$ cat src/rtl/cpu_pkg.sv
// Shared fetch-stage definitions: fetch FSM state encoding, cache line
// geometry and the HALT opcode value used by decode.
package cpu_pkg;

   localparam int LINE_WORDS = 4;
   localparam int WORD_W     = 16;
   localparam int LINE_W     = LINE_WORDS * WORD_W;

   localparam logic [3:0] OPC_HALT = 4'b1111;

   typedef enum logic [1:0] {
      ST_IDLE        = 2'd0,
      ST_COMPARE_TAG = 2'd1,
      ST_ALLOCATE    = 2'd2,
      ST_HALTED      = 2'd3
   } fetch_state_t;

   // Base word address of the 4-word line containing addr.
   function automatic logic [WORD_W-1:0] line_base(input logic [WORD_W-1:0] addr);
      return {addr[WORD_W-1:2], 2'b00};
   endfunction

endpackage

$ cat src/rtl/ifetch_icache_if.sv
// Line-fill bus between the fetch stage and instruction memory.
//   mem_re      : fill request, held until mem_rdy
//   mem_addr    : line base word address of the request
//   mem_rdy     : fill data valid this cycle
//   mem_rd_data : whole line, word k at bits [16k+15:16k]
// master = fetch stage, slave = memory.
interface ifetch_icache_if;
   import cpu_pkg::*;

   logic              mem_re;
   logic [WORD_W-1:0] mem_addr;
   logic              mem_rdy;
   logic [LINE_W-1:0] mem_rd_data;

   modport master (output mem_re, output mem_addr, input mem_rdy, input mem_rd_data);
   modport slave  (input mem_re, input mem_addr, output mem_rdy, output mem_rd_data);

endinterface

$ cat src/rtl/ifetch_icache_array.sv
// Direct-mapped instruction cache storage: per-line tag, data and valid bit.
// Ports:
//   clk, rst            : clock, synchronous active-high reset (clears valid only)
//   rd_idx              : lookup index; rd_tag/rd_valid/rd_line are combinational
//   wr_en, wr_idx       : line install strobe and index
//   wr_tag, wr_line     : tag and data written on install
//   wr_valid            : valid bit written on install
//   clr_all             : invalidate every line
module icache_array
   import cpu_pkg::*;
#(
   parameter  int NUM_LINES = 16,
   localparam int IW        = $clog2(NUM_LINES),
   localparam int TAG_W     = WORD_W - IW - 2
) (
   input  logic              clk,
   input  logic              rst,
   input  logic [IW-1:0]     rd_idx,
   output logic [TAG_W-1:0]  rd_tag,
   output logic              rd_valid,
   output logic [LINE_W-1:0] rd_line,
   input  logic              wr_en,
   input  logic [IW-1:0]     wr_idx,
   input  logic [TAG_W-1:0]  wr_tag,
   input  logic [LINE_W-1:0] wr_line,
   input  logic              wr_valid,
   input  logic              clr_all
);

   logic [TAG_W-1:0]     tag_mem  [NUM_LINES];
   logic [LINE_W-1:0]    data_mem [NUM_LINES];
   logic [NUM_LINES-1:0] valid;

   assign rd_tag   = tag_mem[rd_idx];
   assign rd_line  = data_mem[rd_idx];
   assign rd_valid = valid[rd_idx];

   // Tag/data need no reset: a line is only trusted through its valid bit.
   always_ff @(posedge clk) begin
      if (wr_en) begin
         tag_mem[wr_idx]  <= wr_tag;
         data_mem[wr_idx] <= wr_line;
      end
   end

   always_ff @(posedge clk) begin
      if (rst) begin
         valid <= '0;
      end else if (clr_all) begin
         valid <= '0;
      end else if (wr_en) begin
         valid[wr_idx] <= wr_valid;
      end
   end

endmodule

$ cat src/rtl/ifetch_icache.sv
// Instruction fetch stage with a direct-mapped read-only instruction cache.
// Holds the PC, looks up the cache, fills missing 4-word lines over the mem
// bus and hands one registered 16-bit instruction per cycle to decode.
// Ports:
//   clk, rst                 : clock, synchronous active-high reset
//   stall_in                 : hold fetch outputs and PC
//   redirect, redirect_pc    : taken branch/CALL/RET target (word address)
//   halt                     : HALT seen by decode; stops fetch until reset
//   if_instr, if_pc_plus1    : registered instruction and its PC + 1
//   if_valid                 : if_instr/if_pc_plus1 meaningful
//   halted, icache_miss      : fetch stopped / line fill in progress
//   mem                      : line-fill bus (master side)
//   flush                    : invalidate all lines (only with ICACHE_FLUSH_EN)
// Optional feature macro: ICACHE_FLUSH_EN.
module ifetch_icache
   import cpu_pkg::*;
#(
   parameter int          NUM_LINES = 16,
   parameter logic [15:0] RESET_PC  = 16'h0000
) (
   input  logic              clk,
   input  logic              rst,
   input  logic              stall_in,
   input  logic              redirect,
   input  logic [WORD_W-1:0] redirect_pc,
   input  logic              halt,
   output logic [WORD_W-1:0] if_instr,
   output logic [WORD_W-1:0] if_pc_plus1,
   output logic              if_valid,
   output logic              halted,
   output logic              icache_miss,
   ifetch_icache_if.master   mem
`ifdef ICACHE_FLUSH_EN
   ,
   input  logic              flush
`endif
);

   // state          | meaning
   // ST_IDLE        | one settling cycle after reset
   // ST_COMPARE_TAG | lookup at pc, deliver on hit
   // ST_ALLOCATE    | waiting for the line fill (mem_re held)
   // ST_HALTED      | fetch stopped until reset

   localparam int IW    = $clog2(NUM_LINES);
   localparam int TAG_W = WORD_W - IW - 2;

   fetch_state_t      state, state_n;
   logic [WORD_W-1:0] pc, pc_n;
   logic [WORD_W-1:0] instr_n, ppl_n;
   logic              valid_n;
   logic              mem_re_q, mem_re_n;
   logic [WORD_W-1:0] mem_addr_q, mem_addr_n;
   logic              pend_redir, pend_redir_n;
   logic [WORD_W-1:0] pend_pc, pend_pc_n;
   logic              pend_halt, pend_halt_n;
   logic              fill_kill, fill_kill_n;

   logic              flush_i;
   logic [TAG_W-1:0]  rd_tag;
   logic              rd_valid;
   logic [LINE_W-1:0] rd_line;
   logic              wr_en, wr_valid, clr_all;
   logic              hit;
   logic [WORD_W-1:0] hit_word;
   logic              halt_on_fill;

`ifdef ICACHE_FLUSH_EN
   assign flush_i = flush;
`else
   assign flush_i = 1'b0;
`endif

   icache_array #(.NUM_LINES(NUM_LINES)) u_array (
      .clk      (clk),
      .rst      (rst),
      .rd_idx   (pc[IW+1:2]),
      .rd_tag   (rd_tag),
      .rd_valid (rd_valid),
      .rd_line  (rd_line),
      .wr_en    (wr_en),
      .wr_idx   (mem_addr_q[IW+1:2]),
      .wr_tag   (mem_addr_q[WORD_W-1:IW+2]),
      .wr_line  (mem.mem_rd_data),
      .wr_valid (wr_valid),
      .clr_all  (clr_all)
   );

   // A flush in the lookup cycle forces a miss even on a matching line.
   assign hit      = rd_valid && (rd_tag == pc[WORD_W-1:IW+2]) && !flush_i;
   assign hit_word = rd_line[{pc[1:0], 4'b0000} +: WORD_W];

   assign halted       = (state == ST_HALTED);
   assign icache_miss  = (state == ST_ALLOCATE);
   assign mem.mem_re   = mem_re_q;
   assign mem.mem_addr = mem_addr_q;

   // A redirect seen up to and including the fill cycle squashes any halt.
   assign halt_on_fill = !redirect && !pend_redir && (pend_halt || halt);

   always_comb begin
      state_n      = state;
      pc_n         = pc;
      instr_n      = if_instr;
      ppl_n        = if_pc_plus1;
      valid_n      = if_valid;
      mem_re_n     = mem_re_q;
      mem_addr_n   = mem_addr_q;
      pend_redir_n = pend_redir;
      pend_pc_n    = pend_pc;
      pend_halt_n  = pend_halt;
      fill_kill_n  = fill_kill;
      wr_en        = 1'b0;
      wr_valid     = 1'b0;
      clr_all      = 1'b0;

      unique case (state)
         ST_IDLE: begin
            valid_n = 1'b0;
            clr_all = flush_i;
            state_n = ST_COMPARE_TAG;
         end

         ST_COMPARE_TAG: begin
            clr_all = flush_i;
            if (redirect) begin
               pc_n    = redirect_pc;
               valid_n = 1'b0;
            end else if (stall_in) begin
               // everything holds
            end else if (halt) begin
               valid_n = 1'b0;
               state_n = ST_HALTED;
            end else if (hit) begin
               instr_n = hit_word;
               ppl_n   = pc + 16'd1;
               valid_n = 1'b1;
               pc_n    = pc + 16'd1;
            end else begin
               valid_n    = 1'b0;
               mem_re_n   = 1'b1;
               mem_addr_n = line_base(pc);
               state_n    = ST_ALLOCATE;
            end
         end

         ST_ALLOCATE: begin
            valid_n = 1'b0;
            if (redirect) begin
               pend_redir_n = 1'b1;
               pend_pc_n    = redirect_pc;
               pend_halt_n  = 1'b0;
            end else if (halt) begin
               pend_halt_n = 1'b1;
            end
            if (flush_i) begin
               fill_kill_n = 1'b1;
            end
            if (mem.mem_rdy) begin
               wr_en        = 1'b1;
               wr_valid     = !(fill_kill || flush_i);
               mem_re_n     = 1'b0;
               pend_redir_n = 1'b0;
               pend_halt_n  = 1'b0;
               fill_kill_n  = 1'b0;
               if (redirect) begin
                  pc_n = redirect_pc;
               end else if (pend_redir) begin
                  pc_n = pend_pc;
               end
               state_n = halt_on_fill ? ST_HALTED : ST_COMPARE_TAG;
            end
         end

         ST_HALTED: begin
            valid_n  = 1'b0;
            mem_re_n = 1'b0;
         end

         default: state_n = ST_IDLE;
      endcase
   end

   always_ff @(posedge clk) begin
      if (rst) begin
         state       <= ST_IDLE;
         pc          <= RESET_PC;
         if_instr    <= '0;
         if_pc_plus1 <= '0;
         if_valid    <= 1'b0;
         mem_re_q    <= 1'b0;
         mem_addr_q  <= '0;
         pend_redir  <= 1'b0;
         pend_pc     <= '0;
         pend_halt   <= 1'b0;
         fill_kill   <= 1'b0;
      end else begin
         state       <= state_n;
         pc          <= pc_n;
         if_instr    <= instr_n;
         if_pc_plus1 <= ppl_n;
         if_valid    <= valid_n;
         mem_re_q    <= mem_re_n;
         mem_addr_q  <= mem_addr_n;
         pend_redir  <= pend_redir_n;
         pend_pc     <= pend_pc_n;
         pend_halt   <= pend_halt_n;
         fill_kill   <= fill_kill_n;
      end
   end

endmodule

$ cat src/flat_wrapper.sv
// flat-port wrapper written by rule: the top's interface ports become plain ports
module ifetch_icache_flat import cpu_pkg::*;
#(
   parameter int          NUM_LINES = 16,
   parameter logic [15:0] RESET_PC  = 16'h0000
)
  (clk, rst, stall_in, redirect, redirect_pc, halt, if_instr, if_pc_plus1, if_valid, halted, icache_miss, mem_mem_re, mem_mem_addr, mem_mem_rdy, mem_mem_rd_data);
  ifetch_icache_if mem_i ();
  input  logic clk;
  input  logic rst;
  input  logic stall_in;
  input  logic redirect;
  input  logic [WORD_W-1:0] redirect_pc;
  input  logic halt;
  output logic [WORD_W-1:0] if_instr;
  output logic [WORD_W-1:0] if_pc_plus1;
  output logic if_valid;
  output logic halted;
  output logic icache_miss;
  output wire logic [$bits(mem_i.mem_re)-1:0] mem_mem_re;
  output wire logic [$bits(mem_i.mem_addr)-1:0] mem_mem_addr;
  input wire logic [$bits(mem_i.mem_rdy)-1:0] mem_mem_rdy;
  input wire logic [$bits(mem_i.mem_rd_data)-1:0] mem_mem_rd_data;
  assign mem_mem_re = mem_i.mem_re;
  assign mem_mem_addr = mem_i.mem_addr;
  assign mem_i.mem_rdy = mem_mem_rdy;
  assign mem_i.mem_rd_data = mem_mem_rd_data;
  ifetch_icache #(.NUM_LINES(NUM_LINES), .RESET_PC(RESET_PC)) u_core (.clk(clk), .rst(rst), .stall_in(stall_in), .redirect(redirect), .redirect_pc(redirect_pc), .halt(halt), .if_instr(if_instr), .if_pc_plus1(if_pc_plus1), .if_valid(if_valid), .halted(halted), .icache_miss(icache_miss), .mem(mem_i));
endmodule
$ cat config.mk
export PLATFORM = sky130hd
export DESIGN_NAME = ifetch_icache_flat
export DESIGN_NICKNAME = d
export VERILOG_FILES = /design/src/rtl/cpu_pkg.sv /design/src/rtl/ifetch_icache_if.sv /design/src/rtl/ifetch_icache_array.sv /design/src/rtl/ifetch_icache.sv /design/src/flat_wrapper.sv
export SDC_FILE = /design/constraint.sdc
export NUM_CORES = 1
export LEC_CHECK = 0
export CAP_MARGIN = 10
export CELL_PAD_IN_SITES_DETAIL_PLACEMENT = 1
export CELL_PAD_IN_SITES_GLOBAL_PLACEMENT = 2
export CORE_MARGIN = 1.5
export CORE_UTILIZATION = 30
export CTS_BUF_LIST = sky130_fd_sc_hd__clkbuf_8 sky130_fd_sc_hd__clkbuf_16
export CTS_CLUSTER_DIAMETER = 100
export DETAILED_ROUTE_END_ITERATION = 10
export GPL_ROUTABILITY_DRIVEN = 0
export GPL_TIMING_DRIVEN = 0
export PLACE_DENSITY = 0.53
export SYNTH_ARGS = -nofsm -noshare
export SYNTH_HDL_FRONTEND = slang
export SYNTH_HIERARCHICAL = 1
export SYNTH_SLANG_ARGS = --single-unit
$ cat constraint.sdc
create_clock -name clk -period 8.5 [get_ports clk]
set_clock_uncertainty 0.15 [all_clocks]
set_input_delay 1.7 -clock clk [delete_from_list [all_inputs] [get_ports clk]]
set_output_delay 1.7 -clock clk [all_outputs]
set_load 0.02 [all_outputs]
**Word level (Yosys, flattened, before mapping)**

Memory sizes are Yosys's and may differ from the RTL's. A register that Yosys moved wholly into a read port is not among the register bits.
Index checks and enable logic that the tools add are counted.

- Multiply operators: 0
- Shifts and indexed selects: 1
- Order comparisons: 3
- Bitwise logic cells: 4
- Divide/modulo/power cells: 0
- $add $sub $neg: 1
- Reductions and logical operators: 22
- Muxes and demuxes: 44
- Equality and inequality tests: 14

Operator list:

| cell | count |
|---|---|
| 16-bit two-way mux | 7 |
| 64-bit by 7-bit variable part select with 16-bit output | 1 |
| 16-bit case mux with 2 select lines | 1 |
| 1-bit two-way mux | 20 |
| 16-bit by 1-bit adder with 16-bit output (second input constant) | 1 |
| 16-bit bitwise mux | 1 |
| 4-bit two-way mux | 4 |
| 5-bit AND reduction | 3 |
| 2-bit two-way mux | 6 |
| 6-bit AND reduction | 2 |
| 10-bit == test | 1 |
| 4-bit by 5-bit < comparator with 1-bit output (second input constant) | 2 |
| 3-bit != test (second input constant) | 3 |
| 3-bit nonzero test | 3 |
| 2-bit != test (second input constant) | 4 |
| 3-bit by 2-bit != test with 1-bit output (second input constant) | 2 |
| 2-bit case mux with 3 select lines | 1 |
| 2-bit AND reduction | 3 |
| 1-bit binary-select mux with 4-bit select | 1 |
| 1-bit demux with 4-bit select | 1 |
| 2-bit == test (second input constant) | 2 |
| 4-bit by 1-bit >= comparator with 1-bit output (second input constant) | 1 |
| 1-bit logical AND | 4 |
| 1-bit inverter | 4 |
| 9 further kinds | 11 |

- Word-level logic and storage cells: 102
- RAM bits: 1184
- Bits in read-only memories: 0
- Output and inout bits: 52
- Latch bits: 0
- Bits of input ports: 86
- Memories kept: 2
- Bits in registers: 100

Memory list:

| memory | depth | bits a word | rd ports | clocked after memory_dff | write ports | RTL line | text |
|---|---|---|---|---|---|---|---|
| u_core.u_array.data_mem | 16 | 64 | 1 | 1 | 1 | ifetch_icache_array.sv:31 | `logic [LINE_W-1:0] data_mem [NUM_LINES];` |
| u_core.u_array.tag_mem | 16 | 10 | 1 | 1 | 1 | ifetch_icache_array.sv:30 | `logic [TAG_W-1:0] tag_mem [NUM_LINES];` |

**Longest topological paths before layout**

Gate-level depths: netlist of run 1.

- Depth in word-level cells: 10
- Gate-level depth with buffers: 13
- Gate-level depth less buffers: 8

**Cells and area by module**

Netlist of run 1, hierarchy kept.

Modules (own cells, without submodules):

| module | area each (µm²) | instances | seq. area each (µm²) | cells an instance |
|---|---|---|---|---|
| icache_array | 45001.9 | 1 | 35874.4 | 1916 |
| ifetch_icache | 4762.1 | 1 | 1681.6 | 593 |

**Worst setup path after synthesis of run 1**

Ideal clock, no wire load.

- Kind: input to register
- Start: input port mem_mem_rdy
- End: memory u_core/u_array/data_mem[0][0] in the netlist's numbering, enable pin
- Setup slack: 2.065 ns
- Path buffers: 1
- Cell stages on the path: 5
- Library setup time: 0.507 ns
- Data required time: 7.843 ns
- Data arrival time: 5.778 ns
- Cell sequence: inv_1 > nor2_1 > or3b_2 > clkbuf_1 > nor2_1

- Longest elaborated chain between the ends: 4

Ends and longest elaborated chain:

| what | RTL line | text |
|---|---|---|
| from (decl) | flat_wrapper.sv:22 | `input wire logic [$bits(mem_i.mem_rdy)-1:0] mem_mem_rdy;` |
| 1-bit two-way mux (2 in series) | n/a |  |
| via u_core.wr_en | ifetch_icache.sv:63 | `logic wr_en, wr_valid, clr_all;` |
| 1-bit two-way mux | ifetch_icache_array.sv:40 | `if (wr_en) begin` |
| 1-bit two-way mux (implied by the code) | ifetch_icache_array.sv:42 | `data_mem[wr_idx] <= wr_line;` |
| to (decl) | ifetch_icache_array.sv:31 |  |

The timed path passes the listed nets, and every way through them passes these cells.

**Worst setup path after layout of run 1**

- Start: register u_core.pc[3]
- End: register u_core.if_instr[11]

- Longest elaborated chain between the ends: 4

Ends and longest elaborated chain:

| what | RTL line | text |
|---|---|---|
| from (decl) | ifetch_icache.sv:49 | `logic [WORD_W-1:0] pc, pc_n;` |
| from (signal assigned) | ifetch_icache.sv:199 | `pc <= pc_n;` |
| 1-bit binary-select mux with 4-bit select | ifetch_icache_array.sv:36 | `assign rd_valid = valid[rd_idx];` |
| 1-bit two-way mux (implied by the code) | ifetch_icache_array.sv:36 |  |
| 1-bit logical AND | ifetch_icache.sv:90 | `assign hit = rd_valid && (rd_tag == pc[WORD_W-1:IW+2]) && !flush_i;` |
| 5-bit AND reduction (no source line) | n/a |  |
| to (signal assigned) | ifetch_icache.sv:200 | `if_instr <= instr_n;` |
| to (decl) | ifetch_icache.sv:27 | `output logic [WORD_W-1:0] if_instr,` |

Every way passes these cells. The select of a mux whose other input is x is not followed.
A chain may end at the register's enable or synchronous reset.

==> results of run 1 <==
-- per-stage QoR --
| step | power [mW] | setup WS, ps | hold slack [ps] |
|---|---|---|---|
| after floorplan | 9.47 | 2060 | 281 |
| after global placement | 10.9 | -3790 | 297 |
| after detailed placement | 10.9 | 2620 | 302 |
| after CTS | 17.0 | 2620 | 311 |
| after global routing | 17.4 | 2370 | 334 |
| final | 16.8 | 2630 | 312 |
-- layout make-up --
class / count / area [um2]
antenna: 3 / 7.51
buffer: 166 / 777
clock buffer: 146 / 3630
clock inverter: 109 / 965
fill: 16208 / 105000
inverter: 13 / 48.8
multi-input combinational: 1048 / 11500
sequential: 1284 / 37600
tap: 2189 / 2740
timing repair buffer: 194 / 2580
-- cell usage after synthesis, types with 9 or more instances --
library cell | count | share of area (%)
sky130_fd_sc_hd__edfxtp_1 | 1184 | 71
sky130_fd_sc_hd__mux4_2 | 316 | 14
sky130_fd_sc_hd__nand2_1 | 153 | 1.2
sky130_fd_sc_hd__a22oi_1 | 150 | 2.3
sky130_fd_sc_hd__dfxtp_1 | 100 | 4.0
sky130_fd_sc_hd__clkbuf_1 | 93 | 0.70
sky130_fd_sc_hd__a21oi_1 | 88 | 0.89
sky130_fd_sc_hd__o21ai_0 | 78 | 0.78
sky130_fd_sc_hd__nand3_1 | 68 | 0.68
sky130_fd_sc_hd__nor2_1 | 31 | 0.23
sky130_fd_sc_hd__buf_4 | 29 | 0.44
sky130_fd_sc_hd__buf_2 | 24 | 0.24
sky130_fd_sc_hd__buf_1 | 18 | 0.14
sky130_fd_sc_hd__mux2i_1 | 16 | 0.32
sky130_fd_sc_hd__xnor2_1 | 14 | 0.25
sky130_fd_sc_hd__inv_1 | 12 | 0.091
sky130_fd_sc_hd__nand4_1 | 12 | 0.15
sky130_fd_sc_hd__nor2b_1 | 10 | 0.13
sky130_fd_sc_hd__xor2_1 | 9 | 0.16
-- flip-flops by register name, summed over array words and instances, names as in the netlist --
| name | flops |
|---|---|
| u_core/if_instr | 16 |
| u_core/if_pc_plus1 | 16 |
| u_core/if_valid | 1 |
| u_core/mem.mem_addr | 14 |
| u_core/mem.mem_re | 1 |
| u_core/pc | 16 |
| u_core/pend_halt | 1 |
| u_core/pend_pc | 16 |
| u_core/pend_redir | 1 |
| u_core/state | 2 |
| u_core/u_array/data_mem | 1024 |
| u_core/u_array/tag_mem | 160 |
| u_core/u_array/valid | 16 |
-- worst min-delay path by stage --
| stage | start | end | slack (ps) |
|---|---|---|---|
| after floorplan | u_core/pend_pc[5] | u_core/pend_pc[5] | 280 |
| after global placement | u_core/pend_pc[0] | u_core/pend_pc[0] | 300 |
| after detailed placement | u_core/pend_pc[14] | u_core/pend_pc[14] | 300 |
| after CTS | u_core/pend_pc[14] | u_core/pend_pc[14] | 310 |
| after global routing | u_core/pend_pc[10] | u_core/pend_pc[10] | 330 |
| final | u_core/pend_pc[14] | u_core/pend_pc[14] | 310 |
-- routing by layer --
metal,routed length [um],vias to the layer above,GRT usage [%]
li1,-,11077,-
met1,67500,14316,25.2
met2,74400,767,29.9
met3,9230,207,3.64
met4,3570,12,4.77
met5,58,-,0
-- placed cells by master, fill, tap and decap left out, types with 18 or more instances in the layout --
| master | Yosys | final |
|---|---|---|
| sky130_fd_sc_hd__buf_1 | 18 | 18 |
| sky130_fd_sc_hd__mux4_2 | 316 | 316 |
| sky130_fd_sc_hd__a22oi_1 | 150 | 150 |
| sky130_fd_sc_hd__buf_12 | 0 | 52 |
| sky130_fd_sc_hd__clkbuf_16 | 0 | 144 |
| sky130_fd_sc_hd__o21ai_0 | 78 | 78 |
| sky130_fd_sc_hd__buf_4 | 29 | 29 |
| sky130_fd_sc_hd__edfxtp_1 | 1184 | 1184 |
| sky130_fd_sc_hd__buf_2 | 24 | 24 |
| sky130_fd_sc_hd__nand3_1 | 68 | 68 |
| sky130_fd_sc_hd__clkinv_1 | 1 | 22 |
| sky130_fd_sc_hd__clkdlybuf4s50_1 | 0 | 134 |
| sky130_fd_sc_hd__a21oi_1 | 88 | 88 |
| sky130_fd_sc_hd__inv_1 | 12 | 51 |
| sky130_fd_sc_hd__clkinv_2 | 0 | 22 |
| sky130_fd_sc_hd__dfxtp_1 | 100 | 100 |
| sky130_fd_sc_hd__nand2_1 | 153 | 153 |
| sky130_fd_sc_hd__clkbuf_1 | 93 | 93 |
-- logic make-up after synthesis --
kind of cell / count (synthesis)
AO/OA/AOI/OAI: 353
XOR/XNOR: 23
adder cells (fa/ha/maj): 6
buffers and inverters: 179
flip-flops: 1284
multiplexers: 335
other: 1
AND/OR/NAND/NOR: 328
-- power breakdown --
group | internal [mW] | switching, mW
combinational | 1.54 | 2.18
clock | 3.48 | 2.58
sequential | 6.94 | 0.0490
total | 12.0 | 4.82
-- tightest hold or removal path, cell delays in order, from the launching register on --
cell	delay, ps
sky130_fd_sc_hd__dfxtp_1	310
sky130_fd_sc_hd__nand2_1	50
sky130_fd_sc_hd__a21oi_1	60
==> summary.txt, run 1 <==
Synth
  – Dominant combinational cell family by area after synthesis: multiplexers
  – Fraction of synthesis flops using an asynchronous set or reset pin: 0%
  – Number of enable-type register cells in the synthesized netlist: 1184
  – Sequential share of the synthesized area: 75.5%
  – Post-synthesis area per instance: 19.8 um2
  – Share of the synthesized area in compound gates (AO/OA/AOI/OAI): 4.51%
  – Basic-gate share of the synthesized area counting and, or, nand and nor cells: 3.11%
  – Mux contribution to synthesized area: 14.7%
  – Cell area after synthesis: 49800 um2
  – Number of register bits inferred by synthesis: 1284
  – Commonest register cell after synthesis: sky130_fd_sc_hd__edfxtp_1
  – Count of warnings emitted by yosys: 6
  – Number of instances in the synthesized netlist: 2509
  – Adder-cell share of the synthesized area: 0.151%
  – Number of distinct standard cells referenced by the synthesized netlist: 61
  – Xor/xnor share of the synthesized area: 0.405%

STA
  – Worst slew margin relative to its limit: 14.0%
  – Clock period minus worst slack: 5870 ps
  – Number of slew-limit violations in the final report: 0
  – Hold Fails Final Rpt: 0
  – Sum of negative setup slack: 0 ps
  – Max Freq: 170 MHz
  – Total of endpoints with negative setup slack in the final report: 0
  – RSZ-0062 raised after global routing: false
  – Part of the cycle the worst path needs: 69.1%
  – Pin slew with the least headroom to its limit: 1290 ps

Final layout
  – Fraction of final layout cells with drive strength greater than 1: 22.0%
  – Final cell count without fillers: 5152
  – Cell area after layout: 59800 um2
  – Area growth, synth to finish: 20.2%
  – Final net count: 2942
  – Final Core Density: 36.3%

Global route
  – Antenna violations before repair: 16
  – GRT Overall Usage: 18.4%
  – Pin count of the biggest net entering global routing: 24
  – Final global-route overflow total: 0
  – Via count of the first global-routing pass: 28.1k
  – First-pass GRT wire length: 217000 um

Clocking
  – Post_cts resized: 0
  – Insertion delay of the later-clocked pin in the worst-skew pair: 780 ps
  – Number of clock sinks: 1284
  – Postcts setup bufs: 0
  – Root Buffer Master: sky130_fd_sc_hd__clkbuf_16
  – CTS tree: yes
  – Reg clk slew, reported paths: 60 ps
  – Cts-stage hold buffer count: 0
  – Max clock buf depth: 3
  – Number of buffers added by the clock tree synthesis step: 143
  – Maximum level of the CTS H-tree: 4

Drt
  – Final antenna-violating net count: 0
  – Remaining routing DRC violations: 0
  – Initial drt markers: 2014
  – WL per Instance: 30.1 um
  – DRT Pass-1 Iters: 5
  – Vias per cell: 5.12
  – Total length of routed wires: 155000 um
  – Overall via count from detail_route: 26.4k

Critical path
  – Critical Setup Path Class: flop to flop
  – Critical R2R Launch: u_core/pc[3]
  – Critical path depth in cells: 12
  – CP Launch Type: flop
  – Worst setup path endpoint: u_core/if_instr[11]
  – Kind of end point of the critical path: flop
  – Endpoint of the most critical register-to-register path: u_core/if_instr[11]
  – Slowest stage delay, CP: 810 ps
  – Worst setup slack for register-to-register paths: 2630 ps
  – Slowest cell on crit path: sky130_fd_sc_hd__clkbuf_1
  – Worst Path Required: 9030 ps
  – CP Max Fanout: 11
  – Setup crit start: u_core/pc[3]
  – Kind of cell adding the most delay to the critical path: buffers and inverters
  – Cells on worst reg2reg path: 12
  – Cells traversed along the worst timing path: buf_2, clkbuf_1, buf_2, mux4_2, a22oi_1, nand2_1, xor2_1, or3_4, nor4_4, clkbuf_1, nand3_1, a21oi_1
  – Worst Path Buf+Inv: 4
  – Arrival time of data at the critical path endpoint: 6410 ps

Floorplan
  – Ports placed on the boundary: 138
  – Row count: 149
  – Chip Width: 410 um
  – Core area: 165000 um2
  – Y dimension of the die: 410 um
  – Effective utilization at floorplan: 30.2%
  – Area enclosed by the die boundary: 168000 um2

Run
  – Max-cap viol count: 0

Hold path
  – Hold Path Depth: 2
  – Min-Delay Path Class: flop to flop

Outcome
  – Status: completed

Place
  – Cell count after placement: 4894
  – IO buf count: 134
  – Placed instance area: 55200 um2
  – Half-perimeter wire length of the detailed placement result: 104000 um

Power and ir drop
  – VDD IR max: 0.000207 V
  – Leak: 18.2 nW
  – Power density cells: 281 nW/um2
(Power assumes the default switching activity.)
==> run 2: changes to the inputs <==
PLACE_DENSITY = 0.55   (was 0.53)
clock period = 5.1 ns   (was 8.5 ns; I/O delays follow)
==> summary.txt, run 2 (same netlist as run 1, synthesis figures left out) <==
Outcome
  – Status: completed

Critical path
  – Critical Setup Path Class: flop to flop
  – Critical R2R Launch: u_core/pc[3]
  – Cells on worst reg2reg path: 12
  – Worst Path Required: 5540 ps
  – Slowest stage delay, CP: 720 ps
  – CP Max Fanout: 10
  – Arrival time of data at the critical path endpoint: 5420 ps
  – CP Launch Type: flop
  – Worst setup slack for register-to-register paths: 120 ps
  – Slowest cell on crit path: sky130_fd_sc_hd__clkbuf_1
  – Worst Path Buf+Inv: 4
  – Cells traversed along the worst timing path: buf_4, clkbuf_1, mux4_2, a22oi_1, nand2_1, xor2_1, or4_1, or4_1, buf_2, clkbuf_1, o21ai_0, a21oi_1
  – Critical path depth in cells: 12
  – Kind of end point of the critical path: flop
  – Kind of cell adding the most delay to the critical path: buffers and inverters
  – Endpoint of the most critical register-to-register path: u_core/if_pc_plus1[6]

Hold path
  – Worst hold start: u_core/pend_pc[8]
  – Hold Path Depth: 2
  – Sink of the worst hold path: u_core/pend_pc[8]
  – Min-Delay Path Class: flop to flop

Floorplan
  – Effective utilization at floorplan: 30.2%
  – Area enclosed by the die boundary: 168000 um2
  – Chip Width: 410 um
  – Y dimension of the die: 410 um
  – Ports placed on the boundary: 138
  – Row count: 149
  – Core area: 165000 um2

Clocking
  – Root Buffer Master: sky130_fd_sc_hd__clkbuf_16
  – Number of clock sinks: 1284
  – Insertion delay of the later-clocked pin in the worst-skew pair: 790 ps
  – Max clock buf depth: 3
  – Reg clk slew, reported paths: 60 ps
  – Maximum level of the CTS H-tree: 4
  – Cts-stage hold buffer count: 0
  – Number of buffers added by the clock tree synthesis step: 146
  – CTS tree: yes

STA
  – Number of slew-limit violations in the final report: 0
  – Pin slew with the least headroom to its limit: 1280 ps
  – Total of endpoints with negative setup slack in the final report: 0
  – Hold Fails Final Rpt: 0
  – Max Freq: 201 MHz
  – Part of the cycle the worst path needs: 97.6%
  – Minimum hold slack: 307 ps
  – Worst slew margin relative to its limit: 15.0%
  – RSZ-0062 raised after global routing: false
  – Clock period minus worst slack: 4980 ps

Global route
  – First-pass GRT wire length: 218000 um
  – GRT Overall Usage: 18.4%
  – Antenna violations before repair: 23
  – Pin count of the biggest net entering global routing: 24
  – Via count of the first global-routing pass: 28.3k
  – Final global-route overflow total: 0

Place
  – Cell count after placement: 4899
  – Half-perimeter wire length of the detailed placement result: 105000 um
  – Placed instance area: 55400 um2
  – IO buf count: 134

Final layout
  – Register containing the most flip-flops in the final layout: u_core/u_array/data_mem
  – Final net count: 2959
  – Layout filler cell count: 16.1k
  – Cell area after layout: 60100 um2
  – Flip-flop count of the largest register, all copies and words added: 1024
  – Final cell count without fillers: 5171
  – Area growth, synth to finish: 20.9%
  – Final Core Density: 36.5%
  – Biggest registers after layout: u_core/u_array/data_mem (1024), u_core/u_array/tag_mem (160)
  – Leading cell type in the layout, fill and taps excluded: sky130_fd_sc_hd__edfxtp_1
  – Fraction of final layout cells with drive strength greater than 1: 22.2%
  – Most frequent cells in the layout: sky130_fd_sc_hd__edfxtp_1, sky130_fd_sc_hd__mux4_2, sky130_fd_sc_hd__nand2_1

Drt
  – Overall via count from detail_route: 26.6k
  – DRT Pass-1 Iters: 5
  – Final antenna-violating net count: 0
  – Initial drt markers: 2591
  – Vias per cell: 5.15
  – Remaining routing DRC violations: 0
  – WL per Instance: 29.9 um
  – Total length of routed wires: 155000 um

Power and ir drop
  – Power share of the sequential group: 41.7%
  – Comb power frac: 22.4%
  – VDD IR max: 0.000364 V
  – Power density cells: 465 nW/um2
  – Leak: 18.4 nW
  – Share of total power in the clock network: 35.9%
  – Switch Pwr: 8.04 mW
  – Int Pwr: 19.9 mW
  – Switching share of power: 28.8%

Run
  – Max-cap viol count: 0
==> run 2: worst max path at each step <==
stage / from / endpoint / slack [ps]
2_1_floorplan: u_core/state[0] / u_core/u_array/data_mem[0][0] / -910
3_3_place_gp: u_core/state[0] / u_core/u_array/data_mem[0][19] / -6330
3_5_place_dp: u_core/pc[3] / u_core/if_pc_plus1[6] / -720
4_1_cts: u_core/pc[3] / u_core/if_pc_plus1[6] / 80
5_1_grt: u_core/pc[3] / u_core/if_pc_plus1[6] / 9
6_report: u_core/pc[3] / u_core/if_pc_plus1[6] / 120
==> run 2: power by group through the flow <==
stage	Combinational (mW)	Sequential [mW]	Clock (mW)
2_1_floorplan	3.94	11.8	0
3_3_place_gp	6.28	11.9	0
3_5_place_dp	6.38	11.9	0
4_1_cts	6.39	11.7	10.3
5_1_grt	6.64	11.7	10.6
6_report	6.25	11.7	10.0
==> run 2: worst reg2reg max path, cell delays in order, from the launching register on <==
cell and delay, ps:
sky130_fd_sc_hd__dfxtp_1 450, sky130_fd_sc_hd__buf_4 410, sky130_fd_sc_hd__clkbuf_1 730, sky130_fd_sc_hd__mux4_2 430
sky130_fd_sc_hd__a22oi_1 280, sky130_fd_sc_hd__nand2_1 130, sky130_fd_sc_hd__xor2_1 190, sky130_fd_sc_hd__or4_1 500
sky130_fd_sc_hd__or4_1 390, sky130_fd_sc_hd__buf_2 270, sky130_fd_sc_hd__clkbuf_1 400, sky130_fd_sc_hd__o21ai_0 360
sky130_fd_sc_hd__a21oi_1 130
==> run 2: what timing repair did <==
| action | CTS | global route |
|---|---|---|
| pin swaps | 0 | 6 |
| buffers inserted | 0 | 9 |
| gates resized for setup | 7 | 11 |
| endpoints found under the hold margin | 0 | 0 |
| setup endpoints to repair | 61 | 197 |
==> run 2: cell type report <==
cell class,count,area (um2),share of cell area [%]
inverters,13,48.8,0.0811
flip-flops and latches,1284,37600,62.4
plain buffers,166,807,1.34
well taps,2189,2740,4.55
multi-input cells,1048,11500,19.1
clock inverters,111,922,1.53
clock buffers,148,3700,6.16
diodes,4,10.0,0.0166
repair buffers,208,2850,4.73
==> run 2: per-layer routing <==
metal / vias up / GRT usage, % / part of all wire [%]
li1: 11107 / - / -
met1: 14530 / 25.1 / 44
met2: 772 / 30.1 / 48
met3: 202 / 3.61 / 5.9
met4: 20 / 4.71 / 2.1
met5: - / 0 / 0.077
==> run 2: per-stage QoR <==
| stage | TNS (ps) | total power, mW | setup WS [ps] |
|---|---|---|---|
| after floorplan | -270310 | 15.8 | -913 |
| after global placement | -4800110 | 18.2 | -6330 |
| after detailed placement | -22710 | 18.2 | -722 |
| after CTS | 0 | 28.4 | 81.9 |
| after global routing | 0 | 28.9 | 8.69 |
| final | 0 | 27.9 | 121 |
==> run 3: changes to the inputs <==
CTS_CLUSTER_DIAMETER = 50   (was 100)
RECOVER_POWER = 25   (was default)
==> summary.txt, run 3 (same netlist as run 1, synthesis figures left out) <==
Clocking
  – Insertion delay of the later-clocked pin in the worst-skew pair: 800 ps
  – Max clock buf depth: 3
  – Number of buffers added by the clock tree synthesis step: 155
  – Reg clk slew, reported paths: 50 ps
  – Root Buffer Master: sky130_fd_sc_hd__clkbuf_16
  – Number of clock sinks: 1284
  – Maximum level of the CTS H-tree: 4
  – CTS tree: yes

STA
  – Part of the cycle the worst path needs: 96.2%
  – Worst slew margin relative to its limit: 17.5%
  – Max Freq: 204 MHz
  – Number of slew-limit violations in the final report: 0
  – Total of endpoints with negative setup slack in the final report: 0
  – Minimum hold slack: 307 ps
  – RSZ-0062 raised after global routing: false
  – Hold Fails Final Rpt: 0
  – Clock period minus worst slack: 4910 ps
  – Post-route worst setup slack: 193 ps
  – Pin slew with the least headroom to its limit: 1240 ps

Critical path
  – Worst Path Buf+Inv: 4
  – Kind of end point of the critical path: flop
  – CP Launch Type: flop
  – Critical path depth in cells: 12
  – CP Max Fanout: 10
  – Arrival time of data at the critical path endpoint: 5340 ps
  – Cells on worst reg2reg path: 12
  – Worst Path Required: 5540 ps
  – Slowest cell on crit path: sky130_fd_sc_hd__clkbuf_1
  – Slowest stage delay, CP: 710 ps
  – Kind of cell adding the most delay to the critical path: buffers and inverters
  – Cells traversed along the worst timing path: buf_4, clkbuf_1, mux4_2, a22oi_1, nand2_1, xor2_1, or4_1, or4_1, buf_2, clkbuf_1, o21ai_0, a21oi_1
  – Critical Setup Path Class: flop to flop

Global route
  – GRT Overall Usage: 18.4%
  – Final global-route overflow total: 0
  – Pin count of the biggest net entering global routing: 24
  – Via count of the first global-routing pass: 28.3k
  – Antenna violations before repair: 30
  – First-pass GRT wire length: 218000 um

Final layout
  – Flip-flop count of the largest register, all copies and words added: 1024
  – Area growth, synth to finish: 22.0%
  – Most frequent cells in the layout: sky130_fd_sc_hd__edfxtp_1, sky130_fd_sc_hd__mux4_2, sky130_fd_sc_hd__clkbuf_16
  – Final net count: 2968
  – Leading cell type in the layout, fill and taps excluded: sky130_fd_sc_hd__edfxtp_1
  – Layout filler cell count: 16.1k
  – Register containing the most flip-flops in the final layout: u_core/u_array/data_mem
  – Fraction of final layout cells with drive strength greater than 1: 23.7%
  – Biggest registers after layout: u_core/u_array/data_mem (1024), u_core/u_array/tag_mem (160)

Floorplan
  – Effective utilization at floorplan: 30.2%
  – Ports placed on the boundary: 138
  – Y dimension of the die: 410 um
  – Core area: 165000 um2
  – Row count: 149
  – Chip Width: 410 um
  – Area enclosed by the die boundary: 168000 um2

Drt
  – Overall via count from detail_route: 26.7k
  – WL per Instance: 29.8 um
  – Vias per cell: 5.15
  – Initial drt markers: 2515
  – Final antenna-violating net count: 0
  – Total length of routed wires: 155000 um
  – Remaining routing DRC violations: 0
  – DRT Pass-1 Iters: 6

Place
  – IO buf count: 134
  – Worst setup slack after placement: -722 ps
  – Half-perimeter wire length of the detailed placement result: 105000 um

Power and ir drop
  – Design Power: 29.0 mW
  – VDD IR max: 0.000354 V
  – Power density cells: 477 nW/um2
  – Leak: 18.6 nW

Hold path
  – Hold Path Depth: 2
  – Min-Delay Path Class: flop to flop

Run
  – Max-cap viol count: 0

Outcome
  – Status: completed
==> run 3: cell count changes in the layout (fill, tap and decap cells not counted), sizes merged, moves of 9 or more <==
cell / change
clkinvlp: +9
clkdlybuf4s50: -35
dlygate4sd3: +35
clkbuf: +10
inv: -19
bufinv: +9
==> run 3: worst register-to-register path, cell delays in order, from the launching register on <==
cell                       delay, ps
sky130_fd_sc_hd__dfxtp_1         450
sky130_fd_sc_hd__buf_4           410
sky130_fd_sc_hd__clkbuf_1        720
sky130_fd_sc_hd__mux4_2          430
sky130_fd_sc_hd__a22oi_1         270
sky130_fd_sc_hd__nand2_1         120
sky130_fd_sc_hd__xor2_1          180
sky130_fd_sc_hd__or4_1           500
sky130_fd_sc_hd__or4_1           390
sky130_fd_sc_hd__buf_2           260
sky130_fd_sc_hd__clkbuf_1        400
sky130_fd_sc_hd__o21ai_0         350
sky130_fd_sc_hd__a21oi_1         130
==> run 3: cell type report <==
class	count	area [um2]	area share [%]
sequential	1284	37600	61.8
multi-input combinational	1048	11500	19.0
clock buffer	159	3950	6.50
timing repair buffer	208	2850	4.69
tap	2189	2740	4.51
clock inverter	117	1260	2.08
buffer	166	796	1.31
inverter	13	48.8	0.0804
antenna	7	17.5	0.0288
==> run 3: path summary, 6_finish.rpt <==
kind / to / start / slack [ps]
worst max-delay path: u_core/if_pc_plus1[6] / u_core/pc[3] / 190
worst min-delay path: u_core/pend_pc[8] / u_core/pend_pc[8] / 310
worst max register to register: u_core/if_pc_plus1[6] / u_core/pc[3] / 190
worst min register to register: u_core/pend_pc[8] / u_core/pend_pc[8] / 310
==> run 3: metrics by stage <==
stage | cells | area, um2 | TNS (ps) | util [%]
floorplan | 2511 | 49800 | -270310 | -
global placement | 4834 | 53900 | -4800110 | 32.7
detailed placement | 4899 | 55400 | -22710 | 33.6
CTS | 5175 | 60600 | 0 | 36.8
global route | 5185 | 60700 | 0 | 36.8
finish | 5191 | 60700 | 0 | 36.8
==> run 3: layer usage <==
layer	GRT usage, %	routed length (um)	up-vias
li1	-	-	11144
met1	25.2	66700	14546
met2	30.0	74600	825
met3	3.70	10000	204
met4	4.33	3080	22
met5	0	141	-
==> run 3: power by group <==
part	internal [mW]	total [mW]	switching, mW
Combinational	2.56	6.23	3.67
Sequential	11.6	11.7	0.0798
Clock	6.59	11.1	4.48
==> run 3: what timing repair did <==
item,4_1_cts,5_1_grt
setup buffers,0,9
resized for setup,4,13
pin swaps,0,6
hold buffers,0,0
endpoints found under the hold margin,0,0
endpoints found under the setup margin,60,187
